File: src/rtl/serial_word_rx_if.sv
// serial_word_rx_if: handshake/bus bundle for serial_word_rx.
//   master: bit-stream source plus word consumer (drives ENB, S_IN, DIR, READY, CLR_OVR)
//   slave : the receiver (drives DATA_OUT, VALID, LOCKED, OVERRUN, PAR_ERR)
// Signals:
//   ENB      bit strobe; S_IN sampled only when ENB=1
//   S_IN     serial data bit
//   DIR      bit order, 0 = MSB first, 1 = LSB first (latched at sync)
//   READY    consumer accepts DATA_OUT while VALID=1
//   CLR_OVR  clears the sticky OVERRUN flag
//   DATA_OUT received word
//   VALID    DATA_OUT holds an unaccepted word
//   LOCKED   receiver is collecting data words
//   OVERRUN  sticky, a completed word was dropped
//   PAR_ERR  one-cycle pulse on parity mismatch
interface serial_word_rx_if #(
    parameter int unsigned WIDTH = 8
);
    logic             ENB;
    logic             S_IN;
    logic             DIR;
    logic             READY;
    logic             CLR_OVR;
    logic [WIDTH-1:0] DATA_OUT;
    logic             VALID;
    logic             LOCKED;
    logic             OVERRUN;
    logic             PAR_ERR;

    modport master (
        output ENB, S_IN, DIR, READY, CLR_OVR,
        input  DATA_OUT, VALID, LOCKED, OVERRUN, PAR_ERR
    );

    modport slave (
        input  ENB, S_IN, DIR, READY, CLR_OVR,
        output DATA_OUT, VALID, LOCKED, OVERRUN, PAR_ERR
    );
endinterface

File: src/rtl/serial_word_rx.sv
// serial_word_rx: hunts for a sync pattern in a strobed serial bit stream, then
// assembles FRAME_WORDS words of WIDTH bits and presents each one on a
// single-entry valid/ready output register.
// Ports:
//   clk      single clock, rising edge
//   RESET_L  asynchronous active-low reset
//   bus      serial_word_rx_if.slave (see interface file for signal list)
// Optional feature: define RX_PARITY_EN to expect one even-parity bit after
// every word; failing words are dropped and flagged on PAR_ERR.
module serial_word_rx #(
    parameter int unsigned       WIDTH       = 8,
    parameter int unsigned       SYNC_W      = 4,
    parameter logic [SYNC_W-1:0] SYNC        = 4'b1011,
    parameter int unsigned       FRAME_WORDS = 2
) (
    input logic            clk,
    input logic            RESET_L,
    serial_word_rx_if.slave bus
);

`ifdef RX_PARITY_EN
    localparam int unsigned LastBit = WIDTH;      // parity strobe ends the word
`else
    localparam int unsigned LastBit = WIDTH - 1;
`endif
    localparam int unsigned BitCntW  = $clog2(WIDTH + 1);
    localparam int unsigned WordCntW = (FRAME_WORDS > 1) ? $clog2(FRAME_WORDS) : 1;

    typedef enum logic [0:0] {StHunt, StCollect} state_e;

    state_e                state_q, state_d;
    logic [SYNC_W-1:0]     win_q, win_d;
    logic [WIDTH-1:0]      asm_q, asm_d;
    logic [BitCntW-1:0]    bit_cnt_q, bit_cnt_d;
    logic [WordCntW-1:0]   word_cnt_q, word_cnt_d;
    logic                  dir_q, dir_d;
    logic [WIDTH-1:0]      data_q, data_d;
    logic                  valid_q, valid_d;
    logic                  ovr_q, ovr_d;

    logic [SYNC_W-1:0]     win_shift;
    logic [WIDTH-1:0]      asm_shift;
    logic [WIDTH-1:0]      word_val;
    logic                  word_ok;
    logic                  load;
    logic                  drop;
`ifdef RX_PARITY_EN
    logic                  par_fail;
    logic                  par_err_q;
`endif

    assign win_shift = {win_q[SYNC_W-2:0], bus.S_IN};
    assign asm_shift = dir_q ? {bus.S_IN, asm_q[WIDTH-1:1]} : {asm_q[WIDTH-2:0], bus.S_IN};

    always_comb begin
        state_d    = state_q;
        win_d      = win_q;
        asm_d      = asm_q;
        bit_cnt_d  = bit_cnt_q;
        word_cnt_d = word_cnt_q;
        dir_d      = dir_q;
        word_val   = asm_q;
        word_ok    = 1'b0;
`ifdef RX_PARITY_EN
        par_fail   = 1'b0;
`endif
        unique case (state_q)
            StHunt: begin
                if (bus.ENB) begin
                    win_d = win_shift;
                    if (win_shift == SYNC) begin
                        state_d    = StCollect;
                        dir_d      = bus.DIR;
                        bit_cnt_d  = '0;
                        word_cnt_d = '0;
                    end
                end
            end
            StCollect: begin
                if (bus.ENB) begin
                    if (bit_cnt_q == BitCntW'(LastBit)) begin
                        bit_cnt_d = '0;
`ifdef RX_PARITY_EN
                        // Data is already complete in asm_q; this strobe is parity.
                        word_val = asm_q;
                        word_ok  = ~^{asm_q, bus.S_IN};
                        par_fail = ^{asm_q, bus.S_IN};
`else
                        asm_d    = asm_shift;
                        word_val = asm_shift;
                        word_ok  = 1'b1;
`endif
                        if (word_cnt_q == WordCntW'(FRAME_WORDS - 1)) begin
                            state_d    = StHunt;
                            win_d      = '0;  // sync never spans data bits
                            word_cnt_d = '0;
                        end else begin
                            word_cnt_d = word_cnt_q + 1'b1;
                        end
                    end else begin
                        asm_d     = asm_shift;
                        bit_cnt_d = bit_cnt_q + 1'b1;
                    end
                end
            end
        endcase
    end

    // Output register: a completing word may load on the same edge the old one is accepted.
    always_comb begin
        load    = word_ok && (!valid_q || bus.READY);
        drop    = word_ok && valid_q && !bus.READY;
        data_d  = load ? word_val : data_q;
        valid_d = valid_q;
        if (load) begin
            valid_d = 1'b1;
        end else if (valid_q && bus.READY) begin
            valid_d = 1'b0;
        end
        ovr_d = ovr_q;
        if (drop) begin
            ovr_d = 1'b1;
        end else if (bus.CLR_OVR) begin
            ovr_d = 1'b0;
        end
    end

    always_ff @(posedge clk or negedge RESET_L) begin
        if (!RESET_L) begin
            state_q    <= StHunt;
            win_q      <= '0;
            asm_q      <= '0;
            bit_cnt_q  <= '0;
            word_cnt_q <= '0;
            dir_q      <= 1'b0;
            data_q     <= '0;
            valid_q    <= 1'b0;
            ovr_q      <= 1'b0;
        end else begin
            state_q    <= state_d;
            win_q      <= win_d;
            asm_q      <= asm_d;
            bit_cnt_q  <= bit_cnt_d;
            word_cnt_q <= word_cnt_d;
            dir_q      <= dir_d;
            data_q     <= data_d;
            valid_q    <= valid_d;
            ovr_q      <= ovr_d;
        end
    end

`ifdef RX_PARITY_EN
    always_ff @(posedge clk or negedge RESET_L) begin
        if (!RESET_L) begin
            par_err_q <= 1'b0;
        end else begin
            par_err_q <= par_fail;
        end
    end
    assign bus.PAR_ERR = par_err_q;
`else
    assign bus.PAR_ERR = 1'b0;
`endif

    assign bus.DATA_OUT = data_q;
    assign bus.VALID    = valid_q;
    assign bus.LOCKED   = (state_q == StCollect);
    assign bus.OVERRUN  = ovr_q;

endmodule

File: src/flat_wrapper.sv
// flat-port wrapper written by rule: the top's interface ports become plain ports
module serial_word_rx_flat 
#(
    parameter int unsigned       WIDTH       = 8,
    parameter int unsigned       SYNC_W      = 4,
    parameter logic [SYNC_W-1:0] SYNC        = 4'b1011,
    parameter int unsigned       FRAME_WORDS = 2
)
  (clk, RESET_L, bus_ENB, bus_S_IN, bus_DIR, bus_READY, bus_CLR_OVR, bus_DATA_OUT, bus_VALID, bus_LOCKED, bus_OVERRUN, bus_PAR_ERR);
  serial_word_rx_if #(.WIDTH(WIDTH)) bus_i ();
  input logic clk;
  input logic RESET_L;
  input wire logic [$bits(bus_i.ENB)-1:0] bus_ENB;
  input wire logic [$bits(bus_i.S_IN)-1:0] bus_S_IN;
  input wire logic [$bits(bus_i.DIR)-1:0] bus_DIR;
  input wire logic [$bits(bus_i.READY)-1:0] bus_READY;
  input wire logic [$bits(bus_i.CLR_OVR)-1:0] bus_CLR_OVR;
  output wire logic [$bits(bus_i.DATA_OUT)-1:0] bus_DATA_OUT;
  output wire logic [$bits(bus_i.VALID)-1:0] bus_VALID;
  output wire logic [$bits(bus_i.LOCKED)-1:0] bus_LOCKED;
  output wire logic [$bits(bus_i.OVERRUN)-1:0] bus_OVERRUN;
  output wire logic [$bits(bus_i.PAR_ERR)-1:0] bus_PAR_ERR;
  assign bus_i.ENB = bus_ENB;
  assign bus_i.S_IN = bus_S_IN;
  assign bus_i.DIR = bus_DIR;
  assign bus_i.READY = bus_READY;
  assign bus_i.CLR_OVR = bus_CLR_OVR;
  assign bus_DATA_OUT = bus_i.DATA_OUT;
  assign bus_VALID = bus_i.VALID;
  assign bus_LOCKED = bus_i.LOCKED;
  assign bus_OVERRUN = bus_i.OVERRUN;
  assign bus_PAR_ERR = bus_i.PAR_ERR;
  serial_word_rx #(.WIDTH(WIDTH), .SYNC_W(SYNC_W), .SYNC(SYNC), .FRAME_WORDS(FRAME_WORDS)) u_core (.clk(clk), .RESET_L(RESET_L), .bus(bus_i));
endmodule
File: config.mk
export PLATFORM = sky130hd
export DESIGN_NAME = serial_word_rx_flat
export DESIGN_NICKNAME = d
export VERILOG_FILES = /design/src/rtl/serial_word_rx_if.sv /design/src/rtl/serial_word_rx.sv /design/src/flat_wrapper.sv
export SDC_FILE = /design/constraint.sdc
export NUM_CORES = 1
export LEC_CHECK = 0
export CAP_MARGIN = 20
export CORE_MARGIN = 3
export CORE_UTILIZATION = 52
export DETAILED_ROUTE_END_ITERATION = 7
export PLACE_DENSITY_LB_ADDON = 0.2
export SLEW_MARGIN = 20
export SYNTH_ARGS = -nofsm -noshare
export SYNTH_HDL_FRONTEND = slang
export SYNTH_SLANG_ARGS = --single-unit
File: constraint.sdc
create_clock -name clk -period 1.7 [get_ports clk]
set_input_delay 0.34 -clock clk [delete_from_list [all_inputs] [get_ports clk]]
set_output_delay 0.34 -clock clk [all_outputs]
set_load 0.01 [all_outputs]
==> flow_summary_export.csv <==
group,metric,value,unit
grt,grt_start_max_net_pins,29,
floorplan,die_x,55.4,um
cts,tritoncts,"done",
cells_and_area,diodes,0,
grt,antenna_found_initial,0,
placement,gp_congestion,0.704,
sta,max_freq,623,MHz
yosys,syn_inst,104,
sta,setup_viol,0,
detailed_routing,wirelength,2.42,mm
cells_and_area,drive_above_1_share,24.1,%
detailed_routing,drt_iter0_drc,21,
pwr,p_per_area,1380,nW/um2
detailed_routing,vias,874,
grt,gr-usage-met3,3.04,%
detailed_routing,via_per_inst,5.43,
setup_path,max_stage_delay,0.54,ns
placement,place_inst,156,
sta,min_period,1.61,ns
flow_run,cap_viol_max_count,0,
sta,min_period_over_period,94.5,%
yosys,syn-num-nets,112,
cts,insertion_delay,0.33,ns
floorplan,die-area,3070,um2
cells_and_area,nNetsFinal,142,
yosys,synth.distinct_cells,36,
yosys,syn_avg_cell_area,12.2,um2
setup_path,r2r-end,"u_core.bus.DATA_OUT[7]",
yosys,syn-cell-area,1270,um2
cells_and_area,final_cell_mix,"dfrtp_1, clkdlybuf4s50_1, buf_4",
cells_and_area,stdcell_count,161,
yosys,ys_seq_elements,28,
setup_path,crit_type,"flop to output port",
grt,grt_use_met1,24.1,%
setup_path,cp-end-kind,"output port",
detailed_routing,route.detailed.drc,0,
setup_path,cp_slowest_cell,"clkdlybuf4s50_1",
yosys,ys.flop_type,"dfrtp_1",
cts,clock-root-buffer,"clkbuf_4",
setup_path,crit_arrival,1.27,ns
floorplan,rows,17,
sta,hold_viol_final,0,
grt,globalRoute.totalOverflow,0,
detailed_routing,drtAntennaViolNets,0,
sta,rsz0062_at_grt,"false",
yosys,synth-async-reset-ratio,100,%
pwr,p_leak,0.715,nW
grt,track_usage,17.8,%
setup_path,start_kind,"flop",
floorplan,initial_core_util,56.2,%
cells_and_area,area_growth,26.1,%
setup_path,reg2reg_setup_slack,0.15,ns
setup_path,critical_path_buf_inv_count,1,
sta,finalMaxSlewViolations,0,
setup_path,crit_fanout,2,
pwr,ir_drop,0.000797,V
cts,htreeDepth,1,
setup_path,crit_family,"buffers and inverters",
detailed_routing,drt_pass1_iterations,4,
sta,timing.hold.ws,0.361,ns
setup_path,rr_worst_depth,5,
placement,dp_hpwl,1.73,mm
setup_path,reg2reg_from,"u_core.bit_cnt_q[0]",
setup_path,crit_chain,"clkdlybuf4s50_1",
cells_and_area,final_common_cell,"dfrtp_1",
grt,use_met2,28.2,%
grt,grt_pass1_vias,925,
yosys,yosysWarningCount,0,
cts,cts_sinks,28,
min_path,min_path_type,"input pin to asynchronous set/reset pin",
sta,finalClockSkew,0.00750,ns
grt,grt.busiest_layer,"met2",
setup_path,crit_required,1.36,ns
cts,path_clk_slew,0.15,ns
floorplan,num_io_pins,19,
detailed_routing,wire_per_inst,15.0,um
outcome,status,"completed",
cts,clk_path_buf_depth,2,
grt,grt_pass1_wl,4.30,mm
cts,cts_buffers,3,
yosys,yosysSeqAreaShare,55.3,%
placement,place.port_buffers,17,
floorplan,core,2250,um2
floorplan,die_y,55.4,um
yosys,synth_edf_count,0,
[registers in the layout, indices dropped and copies added (netlist names)]
| signal | count |
|---|---|
| u_core.win_q | 3 |
| u_core.asm_q | 8 |
| u_core.bus.VALID | 1 |
| u_core.word_cnt_q | 1 |
| u_core.bus.LOCKED | 1 |
| u_core.bit_cnt_q | 4 |
| u_core.dir_q | 1 |
| u_core.bus.DATA_OUT | 8 |
| u_core.bus.OVERRUN | 1 |
[logic make-up after synthesis]
| group | Yosys count | share of synthesized area [%] |
|---|---|---|
| mux | 19 | 16.7 |
| simple gates | 23 | 11.3 |
| flops | 28 | 55.3 |
| buf+inv | 12 | 4.64 |
| other cells | 1 | 0.296 |
| compound gates | 20 | 10.9 |
| fa+ha+maj | 1 | 0.987 |
[report_power, final]
group | switching (mW) | internal [mW] | leakage, nW
sequential | 0.181 | 0.900 | 0.340
combinational | 0.295 | 0.401 | 0.348
clock | 0.197 | 0.239 | 0.0279
[synthesized netlist by cell type (2+ instances only)]
master	count	area, um2
a21o_1	2	15.0
a22o_1	3	26.3
dfrtp_1	28	701
inv_1	7	26.3
mux2_2	5	56.3
mux2_4	3	45.0
mux2i_1	11	110
nand2_1	6	22.5
nand2b_1	2	12.5
nand3_1	2	10.0
nor2_1	2	7.51
o21ai_0	8	40.0
or2_2	2	12.5
[final cells by class]
cell class / instances / area (um2)
fill: 180 / 657
tap: 28 / 35.0
multi-input combinational: 64 / 510
inverter: 7 / 26.3
sequential: 28 / 702
clock inverter: 1 / 30.0
clock buffer: 3 / 22.5
timing repair buffer: 30 / 272
[worst max path at each step]
| stage | cells past startpoint | start | to | slack, ns |
|---|---|---|---|---|
| after global placement | 5 | bus_ENB | u_core.dir_q | 0.01 |
| after global routing | 6 | u_core.bit_cnt_q[0] | u_core.bus.DATA_OUT[5] | 0.01 |
| after CTS | 1 | u_core.bus.DATA_OUT[1] | bus_DATA_OUT[1] | 0.07 |
| after detailed placement | 4 | bus_S_IN | u_core.bit_cnt_q[3] | -0.02 |
| after floorplan | 5 | u_core.bit_cnt_q[0] | u_core.bus.DATA_OUT[0] | 0.23 |
| final | 1 | u_core.bus.DATA_OUT[1] | bus_DATA_OUT[1] | 0.09 |
[through the flow]
stage                     utilization, %  power (mW)  setup TNS [ns]  area (um2)  worst slack (ns)
final                               70.9        2.21               0        1600            0.0939
after CTS                           70.6        2.23               0        1590            0.0729
after global placement              67.9        1.74               0        1530            0.0120
after global routing                70.9        2.38               0        1600            0.0121
after detailed placement            67.9        1.78         -0.0468        1530           -0.0189
after floorplan                        -        1.46               0        1270             0.226
[layer usage]
metal | routed length (um) | up-vias | part of all wire [%]
met5 | 0 | - | 0
met2 | 1220 | 12 | 50
met1 | 1090 | 433 | 45
li1 | - | 425 | -
met3 | 68 | 4 | 2.8
met4 | 40 | 0 | 1.7
[repair_timing]
item,in CTS,in global routing
setup endpoints to repair,1,4
hold buffers,0,0
pin swaps,0,1
gates resized for setup,1,2
buffers inserted,1,0
Note: power is estimated with default switching activity, not from simulation.
